--- src/rtl/ram_writer_pkg.sv ---
// Shared definitions for the ring-buffer RAM writer controller.
//   state_t      : controller states
//   GPIO_*       : bit positions of the control fields inside the GPIO word
//   clamp_len()  : limits the requested log2 ring length to the build maximum
package ram_writer_pkg;

    typedef enum logic [2:0] {
        ST_IDLE  = 3'd0,
        ST_RUN   = 3'd1,
        ST_POST  = 3'd2,
        ST_HOLD  = 3'd3,
        ST_DRAIN = 3'd4
    } state_t;

    localparam int GPIO_ENABLE_BIT  = 0;
    localparam int GPIO_REQUEST_BIT = 1;
    localparam int GPIO_LEN_LSB     = 2;
    localparam int GPIO_LEN_MSB     = 6;
    localparam int GPIO_THR_LSB     = 7;
    localparam int GPIO_THR_MSB     = 11;

    function automatic logic [4:0] clamp_len(input logic [4:0] len, input logic [4:0] max_len);
        if (len > max_len) begin
            clamp_len = max_len;
        end else begin
            clamp_len = len;
        end
    endfunction

endpackage

--- src/rtl/ram_writer_throttle.sv ---
// Beat decimator: keeps one accepted beat out of every 2^throttle_log.
//   clk, rst        : clock and synchronous active-high reset
//   throttle_log    : log2 of the decimation ratio
//   beat            : an input beat is being accepted this cycle
//   clear           : restart the count (next beat is kept)
//   keep            : the beat accepted this cycle is to be kept
module ram_writer_throttle (
    input  logic       clk,
    input  logic       rst,
    input  logic [4:0] throttle_log,
    input  logic       beat,
    input  logic       clear,
    output logic       keep
);

    logic [31:0] cnt_r;
    logic [31:0] mask_s;

    assign mask_s = (32'd1 << throttle_log) - 32'd1;
    assign keep   = (cnt_r == 32'd0);

    // Beat counter, wrapping modulo 2^throttle_log.
    always_ff @(posedge clk) begin
        if (rst) begin
            cnt_r <= 32'd0;
        end else if (clear) begin
            cnt_r <= 32'd0;
        end else if (beat) begin
            cnt_r <= (cnt_r + 32'd1) & mask_s;
        end
    end

endmodule

--- src/rtl/ram_writer_ctrl.sv ---
// Ring-buffer capture controller: turns a sample stream into RAM write
// commands at BASE_ADDR + 4*slot, with a post-trigger window that freezes
// the capture after half a ring of further writes.
//   aclk, areset                  : clock, synchronous active-high reset
//   GPIO                          : [0] enable, [1] request, [6:2] log length, [11:7] log throttle
//   S_AXIS_tvalid/tdata/tready    : sample stream in
//   wr_valid/addr/data, wr_ready  : write command out
//   position                      : next slot index
//   done                          : capture frozen (HOLD)
//   overrun_cnt                   : stalled-sample cycles, only when
//                                   RAM_WRITER_CTRL_OVERRUN_EN is defined, else 0
module ram_writer_ctrl
    import ram_writer_pkg::*;
#(
    parameter logic [31:0] BASE_ADDR      = 32'h1E00_0000,
    parameter int          MAX_LOG_LENGTH = 20
) (
    input  logic        aclk,
    input  logic        areset,
    input  logic [31:0] GPIO,
    input  logic        S_AXIS_tvalid,
    input  logic [31:0] S_AXIS_tdata,
    output logic        S_AXIS_tready,
    output logic        wr_valid,
    output logic [31:0] wr_addr,
    output logic [31:0] wr_data,
    input  logic        wr_ready,
    output logic [31:0] position,
    output logic        done,
    output logic [15:0] overrun_cnt
);

    state_t      state_r, state_s;
    logic [4:0]  len_r, thr_r;
    logic [31:0] wr_ptr_r, ptr_mask_s, ptr_next_s;
    logic [31:0] post_cnt_r, post_cnt_s, post_dec_s;
    logic        req_prev_r;
    logic        wr_valid_r, done_r;
    logic [31:0] wr_addr_r, wr_data_r;
    logic        enable_s, request_s, req_rise_s, start_s;
    logic        active_s, post_room_s, tready_s, beat_s, keep_s, kept_s;
    logic        wr_hs_s, wr_valid_s;
    logic        unused_gpio_s;

    assign enable_s      = GPIO[GPIO_ENABLE_BIT];
    assign request_s     = GPIO[GPIO_REQUEST_BIT];
    assign req_rise_s    = request_s && !req_prev_r;
    assign start_s       = (state_r == ST_IDLE) && enable_s;
    assign unused_gpio_s = ^GPIO[31:12];

    assign active_s    = (state_r == ST_RUN) || (state_r == ST_POST);
    // In POST, stop taking beats once the outstanding write already covers the
    // remaining window, so exactly 2^L/2 writes complete before freezing.
    assign post_room_s = (state_r != ST_POST) || (post_cnt_r > {31'd0, wr_valid_r});
    assign tready_s    = active_s && post_room_s && (!wr_valid_r || wr_ready);
    assign beat_s      = S_AXIS_tvalid && tready_s;
    assign kept_s      = beat_s && keep_s;
    assign wr_hs_s     = wr_valid_r && wr_ready;
    assign wr_valid_s  = kept_s || (wr_valid_r && !wr_ready);

    // A write completing this cycle advances the slot that a new beat lands in.
    assign ptr_mask_s = (32'd1 << len_r) - 32'd1;
    assign ptr_next_s = wr_hs_s ? ((wr_ptr_r + 32'd1) & ptr_mask_s) : wr_ptr_r;
    assign post_dec_s = (wr_hs_s && (post_cnt_r != 32'd0)) ? (post_cnt_r - 32'd1) : post_cnt_r;

    ram_writer_throttle u_throttle (
        .clk          (aclk),
        .rst          (areset),
        .throttle_log (thr_r),
        .beat         (beat_s),
        .clear        (start_s),
        .keep         (keep_s)
    );

    // Next-state and post-trigger window countdown; disable beats a request edge.
    always_comb begin
        state_s    = state_r;
        post_cnt_s = post_cnt_r;
        case (state_r)
            ST_IDLE: begin
                if (enable_s) state_s = ST_RUN;
                else          state_s = ST_IDLE;
            end
            ST_RUN: begin
                if (!enable_s) begin
                    state_s = wr_valid_s ? ST_DRAIN : ST_IDLE;
                end else if (req_rise_s) begin
                    state_s    = ST_POST;
                    post_cnt_s = (32'd1 << len_r) >> 1;
                end else begin
                    state_s = ST_RUN;
                end
            end
            ST_POST: begin
                post_cnt_s = post_dec_s;
                if (!enable_s)                                    state_s = wr_valid_s ? ST_DRAIN : ST_IDLE;
                else if ((post_dec_s == 32'd0) && !wr_valid_s)    state_s = ST_HOLD;
                else                                              state_s = ST_POST;
            end
            ST_HOLD: begin
                if (!enable_s)       state_s = wr_valid_s ? ST_DRAIN : ST_IDLE;
                else if (!request_s) state_s = ST_RUN;
                else                 state_s = ST_HOLD;
            end
            ST_DRAIN: begin
                if (!wr_valid_s) state_s = ST_IDLE;
                else             state_s = ST_DRAIN;
            end
            default: begin
                state_s = ST_IDLE;
            end
        endcase
    end

    // Control state, latched configuration, slot pointer and request history.
    always_ff @(posedge aclk) begin
        if (areset) begin
            state_r    <= ST_IDLE;
            len_r      <= 5'd0;
            thr_r      <= 5'd0;
            wr_ptr_r   <= 32'd0;
            post_cnt_r <= 32'd0;
            req_prev_r <= 1'b0;
            done_r     <= 1'b0;
        end else begin
            state_r    <= state_s;
            post_cnt_r <= post_cnt_s;
            req_prev_r <= request_s;
            done_r     <= (state_s == ST_HOLD);
            if (start_s) begin
                len_r    <= clamp_len(GPIO[GPIO_LEN_MSB:GPIO_LEN_LSB], 5'(MAX_LOG_LENGTH));
                thr_r    <= GPIO[GPIO_THR_MSB:GPIO_THR_LSB];
                wr_ptr_r <= 32'd0;
            end else begin
                wr_ptr_r <= ptr_next_s;
            end
        end
    end

    // Write command register; contents only change when a kept beat loads it.
    always_ff @(posedge aclk) begin
        if (areset) begin
            wr_valid_r <= 1'b0;
            wr_addr_r  <= BASE_ADDR;
            wr_data_r  <= 32'd0;
        end else begin
            wr_valid_r <= wr_valid_s;
            if (kept_s) begin
                wr_data_r <= S_AXIS_tdata;
                wr_addr_r <= BASE_ADDR + (ptr_next_s << 2);
            end
        end
    end

`ifdef RAM_WRITER_CTRL_OVERRUN_EN
    logic [15:0] overrun_r;

    // Saturating count of cycles where a sample is offered but refused.
    always_ff @(posedge aclk) begin
        if (areset) begin
            overrun_r <= 16'd0;
        end else if (start_s) begin
            overrun_r <= 16'd0;
        end else if (active_s && S_AXIS_tvalid && !tready_s && (overrun_r != 16'hFFFF)) begin
            overrun_r <= overrun_r + 16'd1;
        end
    end

    assign overrun_cnt = overrun_r;
`else
    assign overrun_cnt = 16'd0;
`endif

    assign S_AXIS_tready = tready_s;
    assign wr_valid      = wr_valid_r;
    assign wr_addr       = wr_addr_r;
    assign wr_data       = wr_data_r;
    assign position      = wr_ptr_r;
    assign done          = done_r;

endmodule

--- config.mk ---
export PLATFORM = sky130hd
export DESIGN_NAME = ram_writer_ctrl
export DESIGN_NICKNAME = d
export VERILOG_FILES = /design/src/rtl/ram_writer_pkg.sv /design/src/rtl/ram_writer_throttle.sv /design/src/rtl/ram_writer_ctrl.sv
export SDC_FILE = /design/constraint.sdc
export NUM_CORES = 1
export LEC_CHECK = 0
export ABC_AREA = 1
export CORE_ASPECT_RATIO = 2
export CORE_MARGIN = 2
export CORE_UTILIZATION = 45
export CTS_BUF_LIST = sky130_fd_sc_hd__clkbuf_4
export DETAILED_ROUTE_END_ITERATION = 6
export PLACE_DENSITY = 0.74
export REMOVE_ABC_BUFFERS = 1
export SETUP_SLACK_MARGIN = 0.3
export SLEW_MARGIN = 20
export SYNTH_ARGS = -nofsm -noshare
export SYNTH_HDL_FRONTEND = slang
export SYNTH_HIERARCHICAL = 1
export SYNTH_SLANG_ARGS = --single-unit
--- constraint.sdc ---
create_clock -name aclk -period 2.5 [get_ports aclk]
set_clock_uncertainty 0.05 [all_clocks]
set_input_delay 0.625 -clock aclk [delete_from_list [all_inputs] [get_ports aclk]]
set_output_delay 0.625 -clock aclk [all_outputs]
set_load 0.02 [all_outputs]
==> impl_metrics.toml <==
[final_layout]
final_cell_mix = "nand2_1 (295), buf_4 (275), nor2_1 (235), inv_1 (164), dfxtp_1 (136)"
layout_commonest_cell = "nand2_1"
fill_cells = 1636
num-nets-final = 2277
area_delta_synth_final_pct = 66.6
final_util = 0.764
final_area_mm2 = 0.0182
drive_above_1_share = 0.405
stdcell_count = 2504

[global_routing]
overflow = 0
grt_first_pass_wirelength_um = 81900
grt_max_degree = 38
grt_pass1_vias = 14859
grt_usage = 0.430
antenna_found_initial = 3

[detailed_routing]
drc = 27
viasPerCell = 6.07
drt-wirelength-per-cell_um = 24.1
wl_um = 60300
first_pass_iters = 7
dr_total_vias = 15195
drtIter0Drc = 1287
final_antenna_net_count = 0

[cts]
cts-root-buf = "clkbuf_4"
cts.clk_slew.worst_paths_ps = 200
clock-sinks = 174
clk_latency_ps = 730
cts_hold_buf = 0
cts_tree = "yes"
numCtsBuffers = 17
cts_max_path_buffers = 2
htreeDepth = 4

[outcome]
status = "finished with violations"
violations = "DRC, setup timing"

[synth]
synth-seq-area-share = 0.319
yosysWarnings = 6
netlist_area_mm2 = 0.0109
synthArstFlopShare = 0
synthCells = 1741
synth.distinct_cells = 57
synth_area_per_cell_um2 = 6.28
synth_edf_count = 0
synth-seq-cells = 174
synth-main-ff-cell = "dfxtp_1"

[timing]
whs_ps = 400
fmax_mhz = 366
period_share = 1.09
relSlewSlack = 0.316
hold_viol = 0
rsz0062_at_grt = "yes"
finalSetupViolCount = 36
drv_slew = 0
final.setup.tns_ps = -2050
fin_ws_ps = -233
worstMarginPinSlew_ps = 1020
layout_min_cycle_time_ps = 2730

[placed_design]
portBuffers = 144
place.gp.congestion = 1.13
pre_cts_slack_ps = -698
dpl.hpwl_um = 36900
post_dp_cell_area_mm2 = 0.0144
dp.cells = 2373

[pwr]
p_switching_mw = 2.45
ir_worst_vdd_v = 0.000528
clkPwrFrac = 0.267
power.total_mw = 6.62
share_seq_of_total_power = 0.440
p_comb_frac = 0.293
powerDensity_mw_per_mm2 = 364
switching_share = 0.370
leakage_nw = 8.26
p_int_mw = 4.17

[critical_path]
worst-path-max-fanout = 3
worst_r2r_startpoint = "position[8]$_SDFF_PP0_"
critical_path_class = "reg -> reg"
end_kind = "register"
cp.required_ps = 3080
worstPathArrival_ps = 3310
startpoint_type = "register"
worstSetupStartpoint = "position[8]$_SDFF_PP0_"

[floorplan]
core-area_mm2 = 0.0238
chipWidth_um = 114
rows = 80
dieArea_mm2 = 0.0256
boundaryPins = 183
start_util = 0.459
die_h_um = 224

[run]
max_cap_violations = 0

[min_path]
min_path_type = "in -> reg"
min_from = "S_AXIS_tdata[27]"
==> registers in the layout, indices dropped and copies added, names as in the netlist <==
signal	count
thr_r	5
u_throttle/cnt_r	32
wr_addr	30
wr_data	32
len_r	5
wr_valid	1
req_prev_r	1
done	1
position	32
state_r	3
post_cnt_r	32
==> synthesized netlist by cell type, drive strengths merged (4+ instances only) <==
cell,number,share of area
nor2,340,0.12
buf,41,0.026
a31oi,7,0.0040
nor4,13,0.0088
o21ai,98,0.046
dfxtp,174,0.32
inv,196,0.067
nand3,123,0.058
o211ai,5,0.0034
clkbuf,37,0.013
o32ai,4,0.0032
o2111ai,5,0.0040
nand2,402,0.14
a21oi,108,0.050
o21bai,6,0.0041
nand4,40,0.024
ha,8,0.0092
nor3,22,0.013
a211oi,9,0.0062
o22ai,11,0.0063
a221oi,11,0.0088
xor2,39,0.031
xnor2,8,0.0064
==> final timing paths <==
kind                                       end  slack [ps]  depth (start not counted)
min reg2reg  u_throttle/cnt_r[31]$_SDFFE_PP0P_         410                          2
min                   wr_data[27]$_SDFFE_PP0P_         400                          3
max                   wr_addr[31]$_SDFFE_PP0P_        -230                         17
max reg2reg           wr_addr[31]$_SDFFE_PP0P_        -230                         17
==> power groups by stage <==
stage          Clock [mW]  Combinational [mW]  Sequential (mW)
3_5_place_dp            0                1.34             2.95
3_3_place_gp            0                1.32             2.95
4_1_cts              1.72                1.61             2.90
5_1_grt              1.85                2.02             2.92
6_report             1.77                1.94             2.91
2_1_floorplan           0               0.566             3.04
==> critical path, stage by stage (launching register included) <==
cell      delay [ps]
dfxtp_1          410
inv_1            120
nor2_2           140
inv_1             90
nor2_4           130
nand4_1          330
nor2_2           280
nand2_1          130
nand2_2          120
nand3b_4         100
ha_4             180
and2_4           170
nand2_4           70
nand3_2           70
nand2_2           70
nand3_2           80
nand2_1           80
inv_1             40
==> layer usage <==
layer | vias to the layer above | global-route usage | part of all wire
met3 | 602 | 0.139 | 0.088
met4 | 2 | 0.506 | 0.15
met2 | 1093 | 0.761 | 0.50
met1 | 6909 | 0.326 | 0.27
li1 | 6589 | - | -
met5 | - | 0 | 0.00018
==> timing repair <==
item                                    CTS  global route
gates resized for setup                 509           358
pin swaps                                84           117
gates cloned                             15             5
buffers inserted                         27            49
endpoints found under the setup margin  219           159
==> layout make-up <==
cell class | instances | area, µm² | area share
multi-input combinational | 1307 | 8460 | 0.465
sequential | 174 | 3550 | 0.195
clock inverter | 13 | 131 | 0.00722
clock buffer | 19 | 143 | 0.00784
inverter | 199 | 790 | 0.0434
tap | 287 | 359 | 0.0197
timing repair inverter | 1 | 16.3 | 0.000894
timing repair buffer | 501 | 4750 | 0.261
antenna | 3 | 7.51 | 0.000412
==> cell families (layout without fill, tap and decap cells) <==
family                     after synthesis  count (layout)  synth area share
DFF                                    174             174             0.319
and+or+nand+nor                        954             954             0.379
adders and majority gates                8               8           0.00916
buffers and inverters                  277             733             0.107
xor gates and xnor gates                47              47            0.0377
AOI/OAI and AO/OA                      280             280             0.148
other                                    1              21          0.000343
No activity file was read; power rests on OpenSTA's default activity.
